### config.mk
export PLATFORM = sky130hd
export DESIGN_NAME = grayscale
export DESIGN_NICKNAME = d
export VERILOG_FILES = /design/src/rtl/grayscale.sv
export SDC_FILE = /design/constraint.sdc
export NUM_CORES = 1
export LEC_CHECK = 0
export BUFFER_PORTS_ARGS = -buffer_cell sky130_fd_sc_hd__buf_2
export CORE_MARGIN = 1
export CORE_UTILIZATION = 50
export CTS_BUF_LIST = sky130_fd_sc_hd__clkbuf_8
export DETAILED_ROUTE_END_ITERATION = 10
export PLACE_DENSITY = 0.69
export SETUP_SLACK_MARGIN = 0.1
export SKIP_CTS_REPAIR_TIMING = 1
export SLEW_MARGIN = 20
export SYNTH_ARGS = -nofsm -noshare
export SYNTH_HDL_FRONTEND = slang
export SYNTH_SLANG_ARGS = --single-unit
### constraint.sdc
create_clock -name clock -period 4.6 [get_ports clock]
set_input_delay 0.46 -clock clock [delete_from_list [all_inputs] [get_ports clock]]
set_output_delay 0.46 -clock clock [all_outputs]
set_load 0.02 [all_outputs]
### src/rtl/grayscale.sv
// RGB-to-grey writer feeding the sobel grey FIFO: grey = floor((R+G+B)/3), per-frame pixel count.
// Latency: pop in cycle t, push in cycle t+2 when the grey FIFO is not full; 1 pixel/clock sustained.
// Backpressure: a full grey FIFO with a word waiting freezes both stages and stops popping.
module grayscale #(
    parameter int IMG_WIDTH  = 720,
    parameter int IMG_HEIGHT = 540
) (
    input  logic        clock,
    input  logic        reset,
    input  logic        in_empty,
    output logic        in_rd_en,
    input  logic [23:0] in_dout,
    input  logic        grey_out_full,
    output logic        grey_out_wr_en,
    output logic [7:0]  grey_out_din,
    output logic        frame_done
);

    localparam int          FRAME_PIX = IMG_WIDTH * IMG_HEIGHT;
    localparam logic [18:0] LAST_PIX  = 19'(FRAME_PIX - 1);

    logic        s1_valid;
    logic [9:0]  s1_sum;
    logic        s2_valid;
    logic [7:0]  s2_grey;
    logic [18:0] pixel_cnt;
    logic        stall;

    // Bubbles never stall: only a real word stuck at the output freezes the pipe.
    assign stall          = s2_valid & grey_out_full;
    assign in_rd_en       = !reset & !in_empty & !stall;
    assign grey_out_wr_en = !reset & s2_valid & !grey_out_full;
    assign grey_out_din   = s2_grey;

    always_ff @(posedge clock) begin
        if (reset) begin
            s1_valid   <= 1'b0;
            s1_sum     <= '0;
            s2_valid   <= 1'b0;
            s2_grey    <= '0;
            pixel_cnt  <= '0;
            frame_done <= 1'b0;
        end else begin
            if (!stall) begin
                s1_sum   <= 10'(in_dout[23:16]) + 10'(in_dout[15:8]) + 10'(in_dout[7:0]);
                s1_valid <= in_rd_en;
                // 683/2048 is an exact floor(sum/3) for every sum up to 765.
                s2_grey  <= 8'((20'(s1_sum) * 20'd683) >> 11);
                s2_valid <= s1_valid;
            end
            frame_done <= grey_out_wr_en && (pixel_cnt == LAST_PIX);
            if (grey_out_wr_en) begin
                pixel_cnt <= (pixel_cnt == LAST_PIX) ? '0 : pixel_cnt + 19'd1;
            end
        end
    end

endmodule

==> key figures, run 1 <==
Final layout
  • Layout cells sized above 1: 0.140
  • Final Util: 0.584
  • Final Instance Area: approximately 4300 sq um
  • Most frequent cells in the layout: ha_1, inv_1, dfxtp_1
  • Fill cell count: 660
  • Layout area overhead: 11.2%
  • Commonest non-fill, non-tap cell in the layout: ha_1
  • Antenna cells: 0
  • Post-Layout Cell Count: between 500 and 600
  • Fin nets: just under 600

Die
  • # rows: 31
  • Die ar.: a little over 8000 sq um
  • IO Count: 39
  • Core area: 7330 sq um
  • Die width: between 80 and 90 microns
  • Die Ht: between 80 and 90 microns
  • Starting Density: 0.525

Yosys
  • Synthesized Nets: approximately 550
  • Cell taking the most area after synthesis: ha_1
  • Top-area cell type share of the netlist area: 0.214
  • Syn. warnings: 0
  • Post-synth ARST share: 0
  • Post-Synthesis Cell Area: between 3000 and 4000 sq um
  • Synthesized flop and latch total: 40
  • Mean Syn Cell Area: around 9.1 sq um
  • Post-synth EDFFs: 0
  • Main flop type after synthesis: dfxtp_1
  • Post-synthesis sequential area ratio: 0.208
  • Library cells used by synthesis: 59
  • Area contributors post-synth: ha_1, dfxtp_1, fa_1, inv_1, xnor2_1
  • Mapped Cells: 422

Power
  • Static Leakage: around 2.1 nW
  • Worst vdd ir: approximately 0.30 mV
  • Cell-internal power: between 1 and 1.5 mW
  • Reg power frac: 0.170
  • Switch Pwr: around 1.2 mW
  • Fraction of power consumed by combinational cells: 0.702
  • PD cells: 600 nW/um^2
  • Sw Share: 0.469
  • Clock Power Share: 0.128

STA
  • Worst-Margin Slew: around 0.64 ns
  • RSZ-0062 raised after global routing: no
  • Slew HR: 0.575
  • Post-route setup TNS: 0 ns
  • # setup viols final: 0
  • Crit share post-route: 0.924
  • Max Freq: 235 MHz
  • Period minus WS final: 4.25 ns
  • Max-slew violation count: 0
  • Final setup skew: roughly 0.0075 ns
  • Post-route setup slack: between 0.3 and 0.4 ns
  • Final Hold Fails: 0

Setup path
  • R2R cell count: 13
  • WP data required: ~4.8 ns
  • Critical Path AT: about 4.4 ns
  • CP endpoint kind: register
  • Reg2reg start: s1_sum[1]$_SDFFE_PP0N_
  • Reg2Reg Setup Slack: approximately 0.35 ns
  • Worst r2r dst: grey_out_din[6]$_SDFFE_PP0N_
  • Type of origin of the critical path: register
  • Crit path kind: register to register
  • Setup crit start: s1_sum[1]$_SDFFE_PP0N_
  • Crit-path max FO: 7

Clocking
  • CTS H-tree lvls: 2
  • CTS tree: done
  • Clock Tree Buf Depth: 2
  • CTS sink cnt: 40
  • Clock-pin slew on the worst setup and hold paths: ~0.080 ns
  • Inserted Clock Buffers: 5
  • Worst-Skew Late Latency: just under 0.3 ns
  • CTS Root Buffer Type: clkbuf_8

Placement
  • Placement Cell Area: 4150 sq um
  • Final HPWL DP: approximately 6.5 mm
  • Pre-CTS setup slack: just over 0.3 ns
  • I/O Buffers: 38
  • Dpl cells: about 550
  • Gpl congestion: between 0.8 and 0.9

Global routing
  • Gr usage total: 0.207
  • Antenna violations before repair: 0
  • Vias in the first global route: ~3000
  • Largest net degree at the start of global routing: 23
  • Global-route wire length before repair: 13.6 mm
  • Total gr overflow: 0

Routing
  • Vias per cell: 5.30
  • DRC: 0
  • Via Count: ~3000
  • Antenna viol nets, final: 0
  • WL final: 7.61 mm
  • WL per Instance: 13.5 microns
  • First drt pass iteration count: 4
  • Initial DRC count: roughly 100

Worst hold path
  • Worst hold path class: input pin to register
  • Hold path cells: 2
  • Hold EP: s1_valid$_SDFFE_PP0N_
  • Critical hold path startpoint: in_empty

Flow run
  • MaxCap Viol Count: 0

Status
  • Status: completed
[flip-flops by register name (all words and copies together) (netlist names)]
register      count
s1_valid          1
s2_valid          1
pixel_cnt        19
grey_out_din      8
s1_sum           10
frame_done        1
[routing by layer]
layer  share of wire  track usage
met5               0            0
met2            0.48        0.362
met1            0.47        0.264
met4           0.020       0.0697
met3           0.033       0.0271
[metrics by stage]
| step | total power, mW | hold slack (ns) |
|---|---|---|
| after global routing | 2.90 | 0.374 |
| after detailed placement | 2.22 | 0.441 |
| final | 2.57 | 0.365 |
| after global placement | 2.18 | 0.439 |
| after CTS | 2.57 | 0.354 |
| after floorplan | 1.81 | 0.441 |
[power by group through the flow]
| stage | Sequential, mW | Combinational (mW) | Clock [mW] |
|---|---|---|---|
| floorplan | 0.460 | 1.35 | 0 |
| global placement | 0.443 | 1.73 | 0 |
| detailed placement | 0.444 | 1.78 | 0 |
| CTS | 0.437 | 1.79 | 0.337 |
| global route | 0.443 | 2.11 | 0.350 |
| finish | 0.437 | 1.80 | 0.330 |
[worst max-delay path by stage]
stage / cells after the start / slack [ns] / endpoint
floorplan: 15 / 0.58 / grey_out_din[6]$_SDFFE_PP0N_
global placement: 16 / 0.39 / grey_out_din[0]$_SDFFE_PP0N_
detailed placement: 15 / 0.30 / grey_out_din[6]$_SDFFE_PP0N_
CTS: 15 / 0.31 / grey_out_din[6]$_SDFFE_PP0N_
global route: 13 / 0.10 / grey_out_din[6]$_SDFFE_PP0N_
finish: 13 / 0.35 / grey_out_din[6]$_SDFFE_PP0N_
[kinds of logic (layout without fill, tap and decap cells)]
kind of cell,after synthesis,count (layout),synth area share
simple gates,116,116,0.163
fa+ha+maj,96,96,0.370
buf+inv,72,113,0.0721
compound gates,67,67,0.116
flops,40,40,0.208
xor+xnor,31,31,0.0705
[final cells by class]
class / count / area, sq um / area share
timing repair buffer: 41 / 213 / 0.0496
tap: 99 / 124 / 0.0289
inverter: 65 / 244 / 0.0570
sequential: 40 / 802 / 0.187
multi-input combinational: 310 / 2770 / 0.647
clock buffer: 5 / 68.8 / 0.0161
clock inverter: 2 / 60.1 / 0.0140
[cell usage after synthesis (all sizes together), types with 2 or more instances]
cell type and instances:
buf 2, and3 6, a211oi 5, nand3 15, nor4 3, a21oi 23
and2 2, a21o 4, o21a 2, or3 3, nand2 32, o21bai 3
a221o 2, nand4 5, clkbuf 5, xor2 13, inv 64, and4 2
a31oi 2, nor3b 2, o21ai 14, fa 30, ha 66, nand2b 2
nor3 5, dfxtp 40, nor2 34, xnor2 18
[critical path, stage by stage (launching register included)]
cell and delay (ns):
dfxtp_1 0.42, ha_1 0.26, inv_1 0.08, fa_1 0.52, fa_1 0.52, fa_1 0.54
inv_1 0.05, ha_1 0.29, ha_1 0.39, nand4_1 0.23, or3_1 0.39, o32a_1 0.17
a31oi_1 0.14, o211ai_1 0.12
Note: power is estimated with default switching activity, not from simulation.
==> run 2: changes to the inputs <==
- CAP_MARGIN: default -> 5
- CORE_ASPECT_RATIO: default -> 0.75
==> run 2 against run 1 <==
Compared with the run above: sequential share of layout area rose by 0.18 points; cell count grew 0.53%; core utilization down 0.80 points; largest cell class unchanged.
==> key figures, run 2 (synthesized netlist as in run 1, its figures left out) <==
Status
  • Status: completed (unchanged)

STA
  • Crit share post-route: 0.935 (was 0.924)
  • Final setup skew: 0.00883 ns (was 0.00748 ns)
  • Slew HR: 0.577 (was 0.575)
  • Max-slew violation count: 0 (unchanged)
  • Period minus WS final: 4.30 ns (was 4.25 ns)
  • Max Freq: 233 MHz (was 235 MHz)
  • Worst-Margin Slew: 0.633 ns (was 0.637 ns)
  • # setup viols final: 0 (unchanged)
  • RSZ-0062 raised after global routing: yes (was no)
  • Post-route setup slack: 0.300 ns (was 0.351 ns)
  • Final Hold Fails: 0 (unchanged)
  • Post-route setup TNS: 0 ns (unchanged)
  • Hold WS: 0.339 ns (was 0.365 ns)

Die
  • Core area: 7400 sq um (was 7330 sq um)
  • # rows: 27 (was 31)
  • Die width: 103 microns (was 89.8 microns)
  • IO Count: 39 (unchanged)
  • Die Ht: 78.0 microns (was 89.8 microns)
  • Die ar.: 8060 sq um (about the same)
  • Starting Density: 0.521 (was 0.525)

Routing
  • WL per Instance: 14.3 microns (was 13.5 microns)
  • Initial DRC count: 174 (was 103)
  • Vias per cell: 5.32 (was 5.30)
  • DRC: 0 (unchanged)
  • WL final: 8.07 mm (was 7.61 mm)
  • Antenna viol nets, final: 0 (unchanged)
  • First drt pass iteration count: 4 (unchanged)
  • Via Count: 3008 (was 2976)

Clocking
  • CTS tree: done (unchanged)
  • CTS sink cnt: 40 (unchanged)
  • CTS Root Buffer Type: clkbuf_8 (unchanged)
  • CTS H-tree lvls: 2 (unchanged)
  • Inserted Clock Buffers: 5 (unchanged)
  • Clock-pin slew on the worst setup and hold paths: 0.09 ns (was 0.08 ns)
  • Worst-Skew Late Latency: 0.30 ns (was 0.29 ns)
  • Clock Tree Buf Depth: 2 (unchanged)

Placement
  • Pre-CTS setup slack: 0.294 ns (was 0.303 ns)
  • Dpl cells: 556 (was 554)
  • Final HPWL DP: 6.71 mm (was 6.51 mm)
  • Gpl congestion: 0.921 (was 0.860)
  • I/O Buffers: 38 (unchanged)

Final layout
  • Most frequent cells in the layout: inv_1, ha_1, buf_2 (was ha_1, inv_1, dfxtp_1)
  • Antenna cells: 0 (unchanged)
  • Layout cells sized above 1: 0.153 (was 0.140)
  • Layout area overhead: 10.7% (was 11.2%)
  • Final Util: 0.576 (was 0.584)
  • Max reg flops: 19 (unchanged)
  • Fill cell count: 678 (was 660)
  • Fin nets: 587 (unchanged)
  • Post-Layout Cell Count: 565 (was 562)
  • Top reg by flops: pixel_cnt (unchanged)

Flow run
  • MaxCap Viol Count: 0 (unchanged)

Setup path
  • Reg2reg start: s1_sum[2]$_SDFFE_PP0N_ (was s1_sum[1]$_SDFFE_PP0N_)
  • R2R cell count: 14 (was 13)
  • CP endpoint kind: register (unchanged)
  • Type of origin of the critical path: register (unchanged)
  • Crit path kind: register to register (unchanged)
  • Critical Path AT: 4.55 ns (was 4.42 ns)
  • Reg2Reg Setup Slack: 0.30 ns (was 0.35 ns)
  • Crit-path max FO: 6 (was 7)
  • Worst r2r dst: grey_out_din[0]$_SDFFE_PP0N_ (was grey_out_din[6]$_SDFFE_PP0N_)
  • WP data required: 4.85 ns (was 4.77 ns)

Power
  • Cell-internal power: 1.28 mW (was 1.36 mW)
  • Reg power frac: 0.176 (was 0.170)
  • Worst vdd ir: 0.360 mV (was 0.296 mV)
  • Sw Share: 0.496 (was 0.469)
  • Fraction of power consumed by combinational cells: 0.728 (was 0.702)
  • Clock Power Share: 0.095 (was 0.128)
  • Static Leakage: 2.10 nW (was 2.12 nW)
  • Switch Pwr: 1.26 mW (was 1.21 mW)
  • PD cells: 594 nW/um^2 (was 600 nW/um^2)

Worst hold path
  • Worst hold path class: input pin to register (unchanged)
  • Hold path cells: 2 (unchanged)
  • Critical hold path startpoint: in_empty (unchanged)
  • Hold EP: s1_valid$_SDFFE_PP0N_ (unchanged)

Global routing
  • Antenna violations before repair: 0 (unchanged)
  • Total gr overflow: 0 (unchanged)
  • Largest net degree at the start of global routing: 23 (unchanged)
  • Gr usage total: 0.227 (was 0.207)
  • Vias in the first global route: 2915 (was 3032)
  • Global-route wire length before repair: 13.9 mm (was 13.6 mm)
[run 2: cell types whose count changed in the layout (fill, tap and decap cells not counted)]
cell | previous run | this run
dfxtp_1 | 39 | 36
bufinv_16 | 2 | 0
clkinv_2 | 0 | 2
ha_2 | 0 | 1
clkinv_4 | 0 | 1
ha_4 | 0 | 1
ha_1 | 66 | 64
dfxtp_2 | 1 | 4
[run 2: stage by stage]
stage | cell area [sq um] | power, mW
after floorplan | 3850 | 1.81
after global placement | 4150 | 2.19
after detailed placement | 4150 | 2.24
after CTS | 4240 | 2.49
after global routing | 4260 | 2.82
final | 4260 | 2.53
[run 2: power by group through the flow]
stage / sequential (mW) / clock [mW] / combinational (mW)
floorplan: 0.460 / 0 / 1.35
global placement: 0.446 / 0 / 1.74
detailed placement: 0.448 / 0 / 1.79
CTS: 0.440 / 0.246 / 1.81
global route: 0.452 / 0.264 / 2.11
finish: 0.446 / 0.242 / 1.84
[run 2: final cells by class]
cell class,count,area [sq um],share of cell area
clock buffer,5,68.8,0.0161
multi-input combinational,310,2790,0.654
tap,101,126,0.0296
clock inverter,3,18.8,0.00440
inverter,65,244,0.0572
timing repair buffer,41,213,0.0499
sequential,40,806,0.189
[run 2: worst max-delay path, stage by stage (launching register included)]
cell and delay, ns:
dfxtp_1 0.46, ha_1 0.33, ha_1 0.32, fa_1 0.50, inv_1 0.05, fa_1 0.54
fa_1 0.53, inv_1 0.04, ha_1 0.36, nand3_1 0.09, o211a_1 0.23, o21ai_1 0.15
nand2_1 0.13, or4_1 0.41, nand3_1 0.10
[run 2: per-layer routing]
layer	GRT usage	share of wire	vias to the layer above
li1	-	-	1508
met1	0.355	0.53	1425
met2	0.321	0.41	67
met3	0.0396	0.051	8
met4	0.0479	0.012	0
met5	0	0	-
[run 2: how the worst max path moves through the flow]
stage	from	end	slack [ns]	cells after the start
after floorplan	s1_sum[5]$_SDFFE_PP0N_	grey_out_din[6]$_SDFFE_PP0N_	0.58	15
after detailed placement	s1_sum[5]$_SDFFE_PP0N_	grey_out_din[7]$_SDFFE_PP0N_	0.29	16
after global routing	s1_sum[1]$_SDFFE_PP0N_	grey_out_din[6]$_SDFFE_PP0N_	0.09	13
after CTS	s1_sum[5]$_SDFFE_PP0N_	grey_out_din[7]$_SDFFE_PP0N_	0.25	16
after global placement	s1_sum[5]$_SDFFE_PP0N_	grey_out_din[7]$_SDFFE_PP0N_	0.34	16
final	s1_sum[2]$_SDFFE_PP0N_	grey_out_din[0]$_SDFFE_PP0N_	0.30	14
==> run 3: changes to the inputs <==
- GPL_TIMING_DRIVEN: default -> 0
==> run 3 against run 2 <==
Compared with the run above: clock skew up 0.0039 ns; sequential power about the same; largest power group unchanged; count of clock-buffer cells in the layout unchanged; core utilization up 0.59 points; global-route usage down 1.1 points.
==> key figures, run 3 (synthesized netlist as in run 1, its figures left out) <==
Placement
  • I/O Buffers: 38 (unchanged)
  • Final HPWL DP: 6.63 mm (was 6.71 mm)
  • Pre-CTS setup slack: 0.192 ns (was 0.294 ns)
  • Gpl congestion: 0.849 (was 0.921)
  • Dpl cells: 561 (was 556)
  • Placement Cell Area: 4170 sq um (was 4150 sq um)

Final layout
  • Max reg flops: 19 (unchanged)
  • Multi-input gate area: 2790 sq um (about the same)
  • Fill cell count: 658 (was 678)
  • Sequential Area: 806 sq um (unchanged)
  • Final Instance Area: 4310 sq um (was 4260 sq um)
  • Layout cells sized above 1: 0.151 (was 0.153)
  • Most frequent cells in the layout: inv_1, ha_1, buf_2 (unchanged)
  • Top reg by flops: pixel_cnt (unchanged)
  • Fin nets: 592 (was 587)
  • Post-Layout Cell Count: 570 (was 565)
  • Final Util: 0.582 (was 0.576)
  • Antenna cells: 0 (unchanged)
  • Layout area overhead: 11.9% (was 10.7%)

STA
  • Slew HR: 0.693 (was 0.577)
  • RSZ-0062 raised after global routing: no (was yes)
  • Crit share post-route: 0.927 (was 0.935)
  • # setup viols final: 0 (unchanged)
  • Hold WS: 0.346 ns (was 0.339 ns)
  • Worst-Margin Slew: 0.460 ns (was 0.633 ns)
  • Max-slew violation count: 0 (unchanged)
  • Final Hold Fails: 0 (unchanged)
  • Period minus WS final: 4.26 ns (was 4.30 ns)
  • Post-route setup slack: 0.338 ns (was 0.300 ns)
  • Post-route setup TNS: 0 ns (unchanged)
  • Final setup skew: 0.0127 ns (was 0.00883 ns)
  • Max Freq: 235 MHz (was 233 MHz)

Clocking
  • CTS sink cnt: 40 (unchanged)
  • CTS tree: done (unchanged)
  • CTS Root Buffer Type: clkbuf_8 (unchanged)
  • CTS H-tree lvls: 2 (unchanged)
  • Clock Tree Buf Depth: 2 (unchanged)
  • Worst-Skew Late Latency: 0.30 ns (about the same)
  • Inserted Clock Buffers: 5 (unchanged)
  • Clock-pin slew on the worst setup and hold paths: 0.09 ns (about the same)

Routing
  • First drt pass iteration count: 4 (unchanged)
  • Via Count: 3006 (was 3008)
  • WL final: 7.76 mm (was 8.07 mm)
  • Antenna viol nets, final: 0 (unchanged)
  • WL per Instance: 13.6 microns (was 14.3 microns)
  • DRC: 0 (unchanged)
  • Vias per cell: 5.27 (was 5.32)
  • Initial DRC count: 246 (was 174)

Power
  • PD cells: 600 nW/um^2 (was 594 nW/um^2)
  • Pwr Total: 2.58 mW (was 2.53 mW)
  • Worst vdd ir: 0.286 mV (was 0.360 mV)
  • Static Leakage: 2.12 nW (was 2.10 nW)

Global routing
  • Total gr overflow: 0 (unchanged)
  • Global-route wire length before repair: 13.6 mm (was 13.9 mm)
  • Vias in the first global route: 2999 (was 2915)
  • Antenna violations before repair: 0 (unchanged)
  • Largest net degree at the start of global routing: 15 (was 23)
  • Gr usage total: 0.216 (was 0.227)

Setup path
  • Critical path's largest stage delay: 0.55 ns (was 0.54 ns)
  • Critical-path top delay cell: fa_1 (unchanged)
  • CP endpoint kind: register (unchanged)
  • WP data required: 4.79 ns (was 4.85 ns)
  • CP bufs+invs: 2 (unchanged)
  • Crit path kind: register to register (unchanged)
  • Type of origin of the critical path: register (unchanged)
  • Crit-path max FO: 7 (was 6)
  • Crit path cell chain: ha_1 -> inv_1 -> fa_1 -> fa_1 -> fa_1 -> inv_1 -> ha_1 -> ha_1 -> nand4_1 -> o221ai_1 -> a21oi_2 -> o21bai_1 -> xnor2_1 -> o21ai_1 (was ha_1 -> ha_1 -> fa_1 -> inv_1 -> fa_1 -> fa_1 -> inv_1 -> ha_1 -> nand3_1 -> o211a_1 -> o21ai_1 -> nand2_1 -> or4_1 -> nand3_1)
  • Top delay family on crit path: adder cells (unchanged)
  • Critical Path AT: 4.45 ns (was 4.55 ns)

Die
  • Die width: 103 microns (unchanged)
  • IO Count: 39 (unchanged)
  • Die ar.: 8060 sq um (unchanged)
  • Core area: 7400 sq um (unchanged)
  • # rows: 27 (unchanged)
  • Starting Density: 0.521 (unchanged)
  • Die Ht: 78.0 microns (unchanged)

Flow run
  • MaxCap Viol Count: 0 (unchanged)

Status
  • Status: completed (unchanged)

Worst hold path
  • Worst hold path class: input pin to register (unchanged)
==> run 3: cell types whose count changed in the layout (fill, tap and decap cells not counted), sizes merged <==
cell / delta
clkbuf: +5
bufinv: +1
inv: +1
clkinvlp: +1
clkinv: -3
==> run 3: worst register-to-register path: cells and delay by family, from the launching register on <==
family | cells | cell delay [ns]
AOI/OAI and AO/OA | 4 | 0.70
xor gates and xnor gates | 1 | 0.14
adders and majority gates | 6 | 2.58
buffers and inverters | 2 | 0.14
DFF | 1 | 0.36
and+or+nand+nor | 1 | 0.24
==> run 3: area by class of cell <==
type | count | share of cell area
clock inverter | 3 | 0.0107
tap | 101 | 0.0293
timing repair buffer | 39 | 0.0459
clock buffer | 5 | 0.0160
inverter | 65 | 0.0566
multi-input combinational | 310 | 0.647
buffer | 7 | 0.00784
sequential | 40 | 0.187
==> run 3: layer usage <==
| layer | wire length, microns | vias up | GRT usage |
|---|---|---|---|
| met5 | 0 | - | 0 |
| met4 | 89 | 0 | 0.0408 |
| li1 | - | 1517 | - |
| met3 | 370 | 9 | 0.0324 |
| met2 | 3260 | 78 | 0.330 |
| met1 | 4050 | 1402 | 0.322 |
==> run 3: path summary, 6_finish.rpt <==
check / start / end / slack (ns) / cells after the start
worst max-delay path: s1_sum[2]$_SDFFE_PP0N_ / grey_out_din[7]$_SDFFE_PP0N_ / 0.34 / 14
worst max register to register: s1_sum[2]$_SDFFE_PP0N_ / grey_out_din[7]$_SDFFE_PP0N_ / 0.34 / 14
worst min-delay path: in_empty / s1_valid$_SDFFE_PP0N_ / 0.35 / 2
worst min register to register: grey_out_din[4]$_SDFFE_PP0N_ / grey_out_din[4]$_SDFFE_PP0N_ / 0.45 / 2
==> run 3: where the power goes <==
part / total (mW) / switching (mW) / internal, mW
combinational: 1.84 / 1.07 / 0.776
sequential: 0.443 / 0.0470 / 0.396
clock: 0.297 / 0.134 / 0.164
